$ cat config.mk
export PLATFORM = sky130hd
export DESIGN_NAME = latch_bank_arbiter
export DESIGN_NICKNAME = d
export VERILOG_FILES = /design/src/rtl/latch_bank_arbiter.sv
export SDC_FILE = /design/constraint.sdc
export NUM_CORES = 1
export LEC_CHECK = 0
export ABC_AREA = 1
export BUFFER_PORTS_ARGS = -buffer_cell sky130_fd_sc_hd__buf_4
export CORE_AREA = 2 2 74 76
export CTS_CLUSTER_DIAMETER = 150
export CTS_CLUSTER_SIZE = 24
export DETAILED_ROUTE_END_ITERATION = 8
export DIE_AREA = 0 0 76 78
export PLACE_DENSITY = 0.62
export SYNTH_ARGS = -nofsm -noshare
export SYNTH_HDL_FRONTEND = slang
export SYNTH_SLANG_ARGS = --single-unit
$ cat constraint.sdc
create_clock -name clk -period 3.8 [get_ports clk]
set_input_delay 0.19 -clock clk [delete_from_list [all_inputs] [get_ports clk]]
set_output_delay 0.19 -clock clk [all_outputs]
set_load 0.01 [all_outputs]
$ cat src/rtl/latch_bank_arbiter.sv
// Round-robin arbiter that sequences timed setup/open/hold writes and clears into a shared D-latch bank.
// Latency: grant 1 cycle after req; a write occupies SETUP_CYC+OPEN_CYC+HOLD_CYC+1 cycles. Backpressure: requesters hold req until granted.
// Optional LATCH_ARB_ABORT_EN: dropping the granted req during SETUP abandons the write.
module latch_bank_arbiter #(
    parameter int NREQ      = 4,
    parameter int DW        = 8,
    parameter int SETUP_CYC = 1,
    parameter int OPEN_CYC  = 2,
    parameter int HOLD_CYC  = 1
) (
    input  logic                clk,
    input  logic                rst,
    input  logic [NREQ-1:0]     req,
    input  logic [NREQ*DW-1:0]  wdata,
    input  logic                clr,
    output logic [NREQ-1:0]     gnt,
    output logic                done,
    output logic                busy,
    output logic [DW-1:0]       lat_d,
    output logic                lat_en,
    output logic                lat_rst
);

    localparam int MAXC = (SETUP_CYC > OPEN_CYC) ?
                          ((SETUP_CYC > HOLD_CYC) ? SETUP_CYC : HOLD_CYC) :
                          ((OPEN_CYC > HOLD_CYC) ? OPEN_CYC : HOLD_CYC);
    localparam int CW = (MAXC > 1) ? $clog2(MAXC) : 1;
    localparam int PW = $clog2(NREQ);

    localparam logic [CW-1:0] SETUP_LD = CW'(SETUP_CYC - 1);
    localparam logic [CW-1:0] OPEN_LD  = CW'(OPEN_CYC - 1);
    localparam logic [CW-1:0] HOLD_LD  = CW'(HOLD_CYC - 1);

    typedef enum logic [2:0] {
        S_IDLE, S_CLR, S_SETUP, S_OPEN, S_HOLD, S_DONE
    } state_t;

    state_t                   state;
    logic [CW-1:0]            cnt;
    logic [PW-1:0]            ptr;
    logic                     clr_pend;
    logic                     lat_rst_q;
    logic                     abort;
    logic                     win_vld;
    logic [PW-1:0]            win_idx;
    logic [PW-1:0]            cand;
    logic [NREQ-1:0][DW-1:0]  wdata_arr;

    assign wdata_arr = wdata;

    // Bank reset follows the block reset without waiting for a clock edge.
    assign lat_rst = rst & lat_rst_q;

`ifdef LATCH_ARB_ABORT_EN
    assign abort = (state == S_SETUP) && !req[ptr];
`else
    assign abort = 1'b0;
`endif

    // Scan from the farthest candidate back to ptr+1 so the nearest asserted request wins.
    always_comb begin
        win_vld = 1'b0;
        win_idx = ptr;
        cand    = '0;
        for (int k = NREQ; k >= 1; k--) begin
            cand = PW'((int'(ptr) + k) % NREQ);
            if (req[cand]) begin
                win_vld = 1'b1;
                win_idx = cand;
            end
        end
    end

    always_ff @(posedge clk or negedge rst) begin
        if (!rst) begin
            state     <= S_IDLE;
            cnt       <= '0;
            ptr       <= PW'(NREQ - 1);
            clr_pend  <= 1'b0;
            gnt       <= '0;
            done      <= 1'b0;
            busy      <= 1'b0;
            lat_d     <= '0;
            lat_en    <= 1'b0;
            lat_rst_q <= 1'b1;
        end else begin
            done      <= 1'b0;
            lat_rst_q <= 1'b1;
            clr_pend  <= clr_pend | clr;
            case (state)
                S_IDLE: begin
                    if (clr || clr_pend) begin
                        state     <= S_CLR;
                        clr_pend  <= 1'b0;
                        busy      <= 1'b1;
                        lat_rst_q <= 1'b0;
                    end else if (win_vld) begin
                        state <= S_SETUP;
                        cnt   <= SETUP_LD;
                        gnt   <= NREQ'(1) << win_idx;
                        ptr   <= win_idx;
                        lat_d <= wdata_arr[win_idx];
                        busy  <= 1'b1;
                    end
                end
                S_CLR: begin
                    state    <= S_IDLE;
                    busy     <= 1'b0;
                    clr_pend <= clr;
                end
                S_SETUP: begin
                    if (abort) begin
                        state <= S_IDLE;
                        gnt   <= '0;
                        busy  <= 1'b0;
                    end else if (cnt == '0) begin
                        state  <= S_OPEN;
                        cnt    <= OPEN_LD;
                        lat_en <= 1'b1;
                    end else begin
                        cnt <= cnt - 1'b1;
                    end
                end
                S_OPEN: begin
                    if (cnt == '0) begin
                        state  <= S_HOLD;
                        cnt    <= HOLD_LD;
                        lat_en <= 1'b0;
                    end else begin
                        cnt <= cnt - 1'b1;
                    end
                end
                S_HOLD: begin
                    if (cnt == '0) begin
                        state <= S_DONE;
                        gnt   <= '0;
                        done  <= 1'b1;
                    end else begin
                        cnt <= cnt - 1'b1;
                    end
                end
                S_DONE: begin
                    state <= S_IDLE;
                    busy  <= 1'b0;
                end
                default: begin
                    state <= S_IDLE;
                    busy  <= 1'b0;
                end
            endcase
        end
    end

endmodule

**Word level (Yosys, flattened, before mapping)**

Index checks and enable logic that the tools add are counted.

- Logic and storage cells: 93
- Bits in registers: 23
- Output and inout port bits: 16

- Equal/unequal tests: 10
- Shifts and indexed selects: 1
- Add/sub/neg operators: 5
- Order comparisons: 5
- Reductions and logical operators: 13
- Multiplexer cells: 45
- Bitwise logic cells: 4

Operators by type and width:

| cell | number |
|---|---|
| $mux W1 | 21 |
| $bmux W8 S2 | 1 |
| $lt A2 B3 Y1 const B | 5 |
| $mux W3 | 5 |
| $mux W4 | 3 |
| $pmux W3 S4 | 1 |
| $ne A2 B2 Y1 const B | 5 |
| $reduce_and A3 Y1 | 3 |
| $bmux W1 S2 | 4 |
| $mux W2 | 4 |
| $mux W8 | 1 |
| $pmux W4 S2 | 1 |
| $reduce_and A4 Y1 | 2 |
| $eq A3 B2 Y1 const B | 2 |
| $pmux W1 S2 | 3 |
| $add A2 B1 Y2 const B | 2 |
| $add A2 B2 Y2 const B | 2 |
| $reduce_bool A2 Y1 | 2 |
| $shl A1 B2 Y4 const A | 1 |
| $eq A3 B1 Y1 const B | 1 |
| $eq A3 B3 Y1 const B | 1 |
| $logic_not A3 Y1 | 1 |
| $ne A3 B3 Y1 const B | 1 |
| $pmux W1 S3 | 1 |
| other kinds (9) | 10 |

**Depth between registers and ports, before layout**

- Word-level depth: 11
- Gate-level depth with buffers: 17
- Depth with buffers taken out: 15

**Least setup slack after synthesis**

Ideal clock, no wire load.

- Path kind: flip-flop to flip-flop
- From: register ptr[0]
- To: register lat_d[0]
- Setup slack: 2055 ps
- Clock period less this slack: 1745 ps
- Setup time: 117 ps
- Stages on the path, launching flop included: 18
- Arrival: 1629 ps
- Cells stage by stage: dfstp_2 -> buf_6 -> inv_4 -> nand2_1 -> nand2_1 -> nand2_1 -> nand2_1 -> nand2_2 -> nand2_2 -> nand2_4 -> nand2_2 -> buf_6 -> nand2_1 -> nand2_1 -> nand2_1 -> nand2_1 -> nand2_1 -> nand2_1

- Word-level cells in the longest chain between the ends: 9
- Elaborated cells between the ends (all ways): 23
- Classes of those cells: 4 x add/sub; 18 x mux; 1 x reduce/logical

RTL lines:

| item | line | text |
|---|---|---|
| start, declared | 40 | `logic [PW-1:0] ptr;` |
| start signal, assigned | 78 | `ptr <= PW'(NREQ - 1);` |
| start signal, assigned | 101 | `ptr <= win_idx;` |
| $add A2 B1 Y2 | 66 | `cand = PW'((int'(ptr) + k) % NREQ);` |
| $bmux W1 S2 | 67 | `if (req[cand]) begin` |
| $mux W1 (implied by the code) | 67 |  |
| $mux W2 (4 in series) | 67 |  |
| $bmux W8 S2 | 102 | `lat_d <= wdata_arr[win_idx];` |
| $mux W8 (implied by the code) | 102 |  |
| end signal, assigned | 102 |  |
| end, declared | 19 | `output logic [DW-1:0] lat_d,` |

Several ways; a longest one is shown, not always the timed one. The select of a mux whose other input is x is not followed.
A chain may end at the register's enable or synchronous reset.

**Worst setup path after layout**

- From: register ptr[0]
- To: register gnt[0]

- Word-level cells in the longest chain between the ends: 11
- Elaborated cells between the ends (all ways): 26
- Classes of those cells: 4 x add/sub; 1 x eq/ne; 1 x shift; 19 x mux; 1 x reduce/logical

RTL lines:

| item | line | text |
|---|---|---|
| $add A2 B1 Y2 | 66 |  |
| $bmux W1 S2 | 67 |  |
| $mux W1 (implied by the code) | 67 |  |
| $mux W2 (4 in series) | 67 |  |
| $shl A1 B2 Y4 | 100 | `gnt <= NREQ'(1) << win_idx;` |
| $mux W4 | 97 | `end else if (win_vld) begin` |
| $mux W4 | 92 | `if (clr \|\| clr_pend) begin` |
| $pmux W4 S2 | 90 | `case (state)` |
| end signal, assigned | 100 |  |
| end, declared | 16 | `output logic [NREQ-1:0] gnt,` |

Several ways; a longest one is shown, not always the timed one. The select of a mux whose other input is x is not followed.

==> flow_summary.html <==
<table>
<tr><th>Metric</th><th>Value</th></tr>
<tr><th colspan="2">Synth</th></tr>
<tr><td>Post-synthesis area per instance</td><td>approximately 6.5 um2</td></tr>
<tr><td>FF+latch count, synth</td><td>23</td></tr>
<tr><td>Combinational family with the most area after synthesis</td><td>simple AND/OR/NAND/NOR gates</td></tr>
<tr><td>Compound-Gate Fraction of Synth Area</td><td>6.605%</td></tr>
<tr><td>Total standard cell area after synthesis</td><td>roughly 1500 um2</td></tr>
<tr><td>Area fraction of the dominant cell type after synthesis</td><td>between 30% and 40%</td></tr>
<tr><td>Largest cells by area after synthesis</td><td>sky130_fd_sc_hd__dfrtp_1 (33%), sky130_fd_sc_hd__nand2_1 (30%), sky130_fd_sc_hd__nand3_1 (7.0%)</td></tr>
<tr><td>Share of synthesized area spent on multiplexers</td><td>0%</td></tr>
<tr><td>Number of nets produced by synthesis</td><td>269</td></tr>
<tr><td>XOR/XNOR Fraction of Synth Area</td><td>0%</td></tr>
<tr><td>Adder and majority gate portion of the synthesized area</td><td>0%</td></tr>
<tr><td>Number of warnings reported in the yosys synthesis log</td><td>0</td></tr>
<tr><td>Post-synth cell types</td><td>22</td></tr>
<tr><td>Area leader, netlist</td><td>sky130_fd_sc_hd__dfrtp_1</td></tr>
<tr><td>Register area share after synthesis</td><td>slightly below 40%</td></tr>
<tr><td>Synthesized netlist cell count</td><td>230</td></tr>
<tr><td>Synth Area in Simple Gates</td><td>approximately 45%</td></tr>
<tr><th colspan="2">Power</th></tr>
<tr><td>Post-layout power</td><td>about 1.8 mW</td></tr>
<tr><td>Power density over the cells</td><td>around 900 nW/um2</td></tr>
<tr><td>Leak pwr</td><td>1.133 nW</td></tr>
<tr><td>Max rail drop VDD</td><td>around 0.00032 V</td></tr>
<tr><th colspan="2">Critical path</th></tr>
<tr><td>CP top delay family</td><td>compound AO/OA/AOI/OAI gates</td></tr>
<tr><td>Biggest cell delay along the critical path</td><td>roughly 0.65 ns</td></tr>
<tr><td>Nature of the critical path startpoint</td><td>register</td></tr>
<tr><td>Required time worst endpoint</td><td>just under 4 ns</td></tr>
<tr><td>Cells along the critical path</td><td>nand2_1 -&gt; o21ai_1 -&gt; nand2_1 -&gt; nand2_1 -&gt; nor2_1 -&gt; a21oi_2 -&gt; inv_2 -&gt; o31ai_2</td></tr>
<tr><td>Largest fanout of any net on the critical path</td><td>15</td></tr>
<tr><td>Critical-path cell with the highest stage delay</td><td>sky130_fd_sc_hd__dfstp_2</td></tr>
<tr><td>Arrival @ worst endpoint</td><td>2.40 ns</td></tr>
<tr><td>Cell with the most instances on the worst path</td><td>sky130_fd_sc_hd__nand2_1</td></tr>
<tr><td>Class of the most critical setup path</td><td>reg2reg</td></tr>
<tr><td>Buffers plus inverters on the worst setup path</td><td>1</td></tr>
<tr><td>CP endpoint kind</td><td>register</td></tr>
<tr><th colspan="2">Run status</th></tr>
<tr><td>Result of the run</td><td>finished clean</td></tr>
<tr><th colspan="2">Clocking</th></tr>
<tr><td>Clock Sink Count</td><td>23</td></tr>
<tr><td>Latest clock arrival within the worst-skew pair</td><td>between 0.2 and 0.3 ns</td></tr>
<tr><td>CTS Buffer Depth</td><td>2</td></tr>
<tr><td>CTS tree</td><td>built</td></tr>
<tr><td>Cts hold-fix bufs</td><td>1</td></tr>
<tr><td>CTS HTree Levels</td><td>1</td></tr>
<tr><td>Post-CTS clock slew at the launch and capture registers of the worst setup and hold paths</td><td>0.08 ns</td></tr>
<tr><td>Number of buffers inserted by post-CTS setup repair</td><td>0</td></tr>
<tr><td>Clock buffer count from CTS</td><td>3</td></tr>
<tr><td>CTS Root Buffer Type</td><td>sky130_fd_sc_hd__clkbuf_8</td></tr>
<tr><td>Post-CTS sizing</td><td>0</td></tr>
<tr><th colspan="2">Die</th></tr>
<tr><td>Height of the die</td><td>78 um</td></tr>
<tr><td>Starting density of the core</td><td>between 20% and 30%</td></tr>
<tr><td>Number of I/O pins</td><td>55</td></tr>
<tr><td>Width of the chip</td><td>76 um</td></tr>
<tr><td>Number of core rows</td><td>26</td></tr>
<tr><td>Core Region</td><td>roughly 5000 um2</td></tr>
<tr><td>Die Footprint</td><td>roughly 5900 um2</td></tr>
<tr><th colspan="2">GRT</th></tr>
<tr><td>GRT Resource Usage Total</td><td>13.26%</td></tr>
<tr><td>Total overflow reported by the global router</td><td>0</td></tr>
<tr><td>Initial antenna violation count</td><td>0</td></tr>
<tr><td>Number of global-route vias before repair</td><td>1542</td></tr>
<tr><td>Maximum number of pins on one net before global-route repair</td><td>25</td></tr>
<tr><td>Wire length of the first global-routing pass</td><td>roughly 6.5 mm</td></tr>
<tr><th colspan="2">Worst hold path</th></tr>
<tr><td>Worst min-delay path class</td><td>in2reg</td></tr>
<tr><th colspan="2">Placement</th></tr>
<tr><td>Number of placed instances with taps included</td><td>347</td></tr>
<tr><td>Area of placed instances</td><td>1927 um2</td></tr>
<tr><td>Number of input and output port buffers inserted</td><td>54</td></tr>
<tr><td>Routability Congestion</td><td>around 0.85</td></tr>
<tr><td>Total half-perimeter wirelength after legalization and detailed placement</td><td>2.903 mm</td></tr>
<tr><th colspan="2">Drt</th></tr>
<tr><td>Total via count after detailed routing</td><td>between 1.5k and 2k</td></tr>
<tr><td>Average wire length per cell after detail routing</td><td>between 10 and 15 um</td></tr>
<tr><td>Pre-Repair DR Iteration Count</td><td>4</td></tr>
<tr><td>Wirelength, routed</td><td>between 3 and 4 mm</td></tr>
<tr><td>Number of design-rule violations left by the first detailed-router iteration</td><td>56</td></tr>
<tr><td>DRC violation count after routing</td><td>0</td></tr>
<tr><td>Antenna-violating nets left</td><td>0</td></tr>
<tr><td>Post-DR vias/cell</td><td>4.440</td></tr>
<tr><th colspan="2">STA</th></tr>
<tr><td>Final-report setup violation count</td><td>0</td></tr>
<tr><td>Hold_ws</td><td>around 0.20 ns</td></tr>
<tr><td>Final critical path time including I/O delays and setup</td><td>roughly 2.2 ns</td></tr>
<tr><td>Clock Skews</td><td>~0.0040 ns</td></tr>
<tr><td>Setup repair after global routing missed its margin</td><td>no</td></tr>
<tr><td>Peak clock frequency supported by timing</td><td>between 400 and 500 MHz</td></tr>
<tr><td>Worst Tran Pin Value</td><td>about 0.66 ns</td></tr>
<tr><td>Setup tns final</td><td>0 ns</td></tr>
<tr><td>Count of final max-slew check failures</td><td>0</td></tr>
<tr><td>Slew margin rel.</td><td>approximately 56%</td></tr>
<tr><td>Fin. Hold Viols</td><td>0</td></tr>
<tr><td>Period Utilization, post-route</td><td>about three fifths</td></tr>
<tr><th colspan="2">Cells and area</th></tr>
<tr><td>Final non-filler cell area</td><td>around 2000 um2</td></tr>
<tr><td>Ratio of cells with drive above 1 in the final layout</td><td>27.30%</td></tr>
<tr><td>Net count, final</td><td>322</td></tr>
<tr><td>Antenna cell count</td><td>0</td></tr>
<tr><td>Area Growth Syn to Fin</td><td>32.52%</td></tr>
<tr><td>Number of cells in the finished layout apart from fillers</td><td>352</td></tr>
<tr><th colspan="2">Run</th></tr>
<tr><td>Max Cap Viol</td><td>0</td></tr>
</table>
## tightest hold or removal path, cell delays in order
cell	delay (ns)
sky130_fd_sc_hd__buf_4	0.11
sky130_fd_sc_hd__nand2_1	0.05
sky130_fd_sc_hd__a31oi_1	0.07
## cell families (layout without fill, tap and decap cells)
logic type,Yosys count,in the layout
AO/OA/AOI/OAI,17,17
flip-flops,23,23
buffers and inverters,26,78
AND/OR/NAND/NOR,164,164
## Yosys cell counts
master and count:
sky130_fd_sc_hd__nand3_4 1, sky130_fd_sc_hd__nand2_4 1, sky130_fd_sc_hd__nor3_1 1, sky130_fd_sc_hd__dfstp_2 3, sky130_fd_sc_hd__a21oi_2 1, sky130_fd_sc_hd__nand3_1 21, sky130_fd_sc_hd__o22ai_1 1, sky130_fd_sc_hd__o21ai_0 10
sky130_fd_sc_hd__nand2_1 121, sky130_fd_sc_hd__nand2_2 6, sky130_fd_sc_hd__inv_1 13, sky130_fd_sc_hd__dfrtp_1 20, sky130_fd_sc_hd__buf_4 1, sky130_fd_sc_hd__a21oi_1 1, sky130_fd_sc_hd__a31oi_1 1, sky130_fd_sc_hd__buf_2 2
sky130_fd_sc_hd__nor2_1 13, sky130_fd_sc_hd__o21ai_1 2, sky130_fd_sc_hd__o31ai_2 1, sky130_fd_sc_hd__inv_2 4, sky130_fd_sc_hd__inv_4 2, sky130_fd_sc_hd__buf_6 4
## cell usage in the layout, fill, tap and decap left out, types with 2 or more instances in the layout
cell type	synthesis	layout
sky130_fd_sc_hd__buf_4	1	54
sky130_fd_sc_hd__clkbuf_8	0	3
sky130_fd_sc_hd__dfrtp_1	20	20
sky130_fd_sc_hd__dfstp_2	3	3
sky130_fd_sc_hd__inv_1	13	13
sky130_fd_sc_hd__inv_2	4	4
sky130_fd_sc_hd__inv_4	2	2
sky130_fd_sc_hd__nand2_1	121	121
sky130_fd_sc_hd__nand2_2	6	6
sky130_fd_sc_hd__nand3_1	21	21
sky130_fd_sc_hd__nor2_1	13	13
sky130_fd_sc_hd__o21ai_0	10	10
sky130_fd_sc_hd__o21ai_1	2	2
## metrics by stage
| step | util [%] | setup slack (ns) |
|---|---|---|
| CTS | 39.33 | 1.500 |
| floorplan | - | 2.055 |
| detailed placement | 38.21 | 1.532 |
| finish | 39.33 | 1.575 |
| global route | 39.33 | 1.281 |
| global placement | 38.21 | 1.542 |
## final timing paths
kind                       slack, ns      from       end  cells past startpoint
setup / recovery                1.58    ptr[0]    gnt[0]                      8
hold / removal                  0.20       clr  clr_pend                      3
setup reg to reg                1.58    ptr[0]    gnt[0]                      8
hold reg to reg                 0.48  lat_d[4]  lat_d[4]                      2
max in group asynchronous       3.17       rst    ptr[1]                      2
min in group asynchronous       0.35       rst  clr_pend                      2
## routing by layer
metal / GRT usage [%] / part of all wire, % / vias up
li1: - / - / 818
met1: 16.87 / 46 / 682
met2: 22.05 / 45 / 59
met3: 3.953 / 8.6 / 4
met4: 3.455 / 0.73 / 0
met5: 0 / 0 / -
## state kept, by name, summed over array words and instances (netlist names)
name	count
lat_d	8
clr_pend	1
gnt	4
busy	1
ptr	2
state	3
lat_en	1
lat_rst_q	1
cnt	1
done	1
## report_power, final
group / internal (mW) / leakage, nW / switching (mW)
Clock: 0.0732 / 0.0255 / 0.0798
Combinational: 0.414 / 0.819 / 0.750
Sequential: 0.363 / 0.289 / 0.0762
## cell type report
cell class | instances | area [um2]
multi-input combinational | 181 | 778.2
inverter | 19 | 76.32
clock buffer | 3 | 41.29
tap | 70 | 87.58
sequential | 23 | 579.3
fill | 551 | 3059
clock inverter | 1 | 5.005
timing repair buffer | 55 | 415.4
No activity file was read; power rests on OpenSTA's default activity.
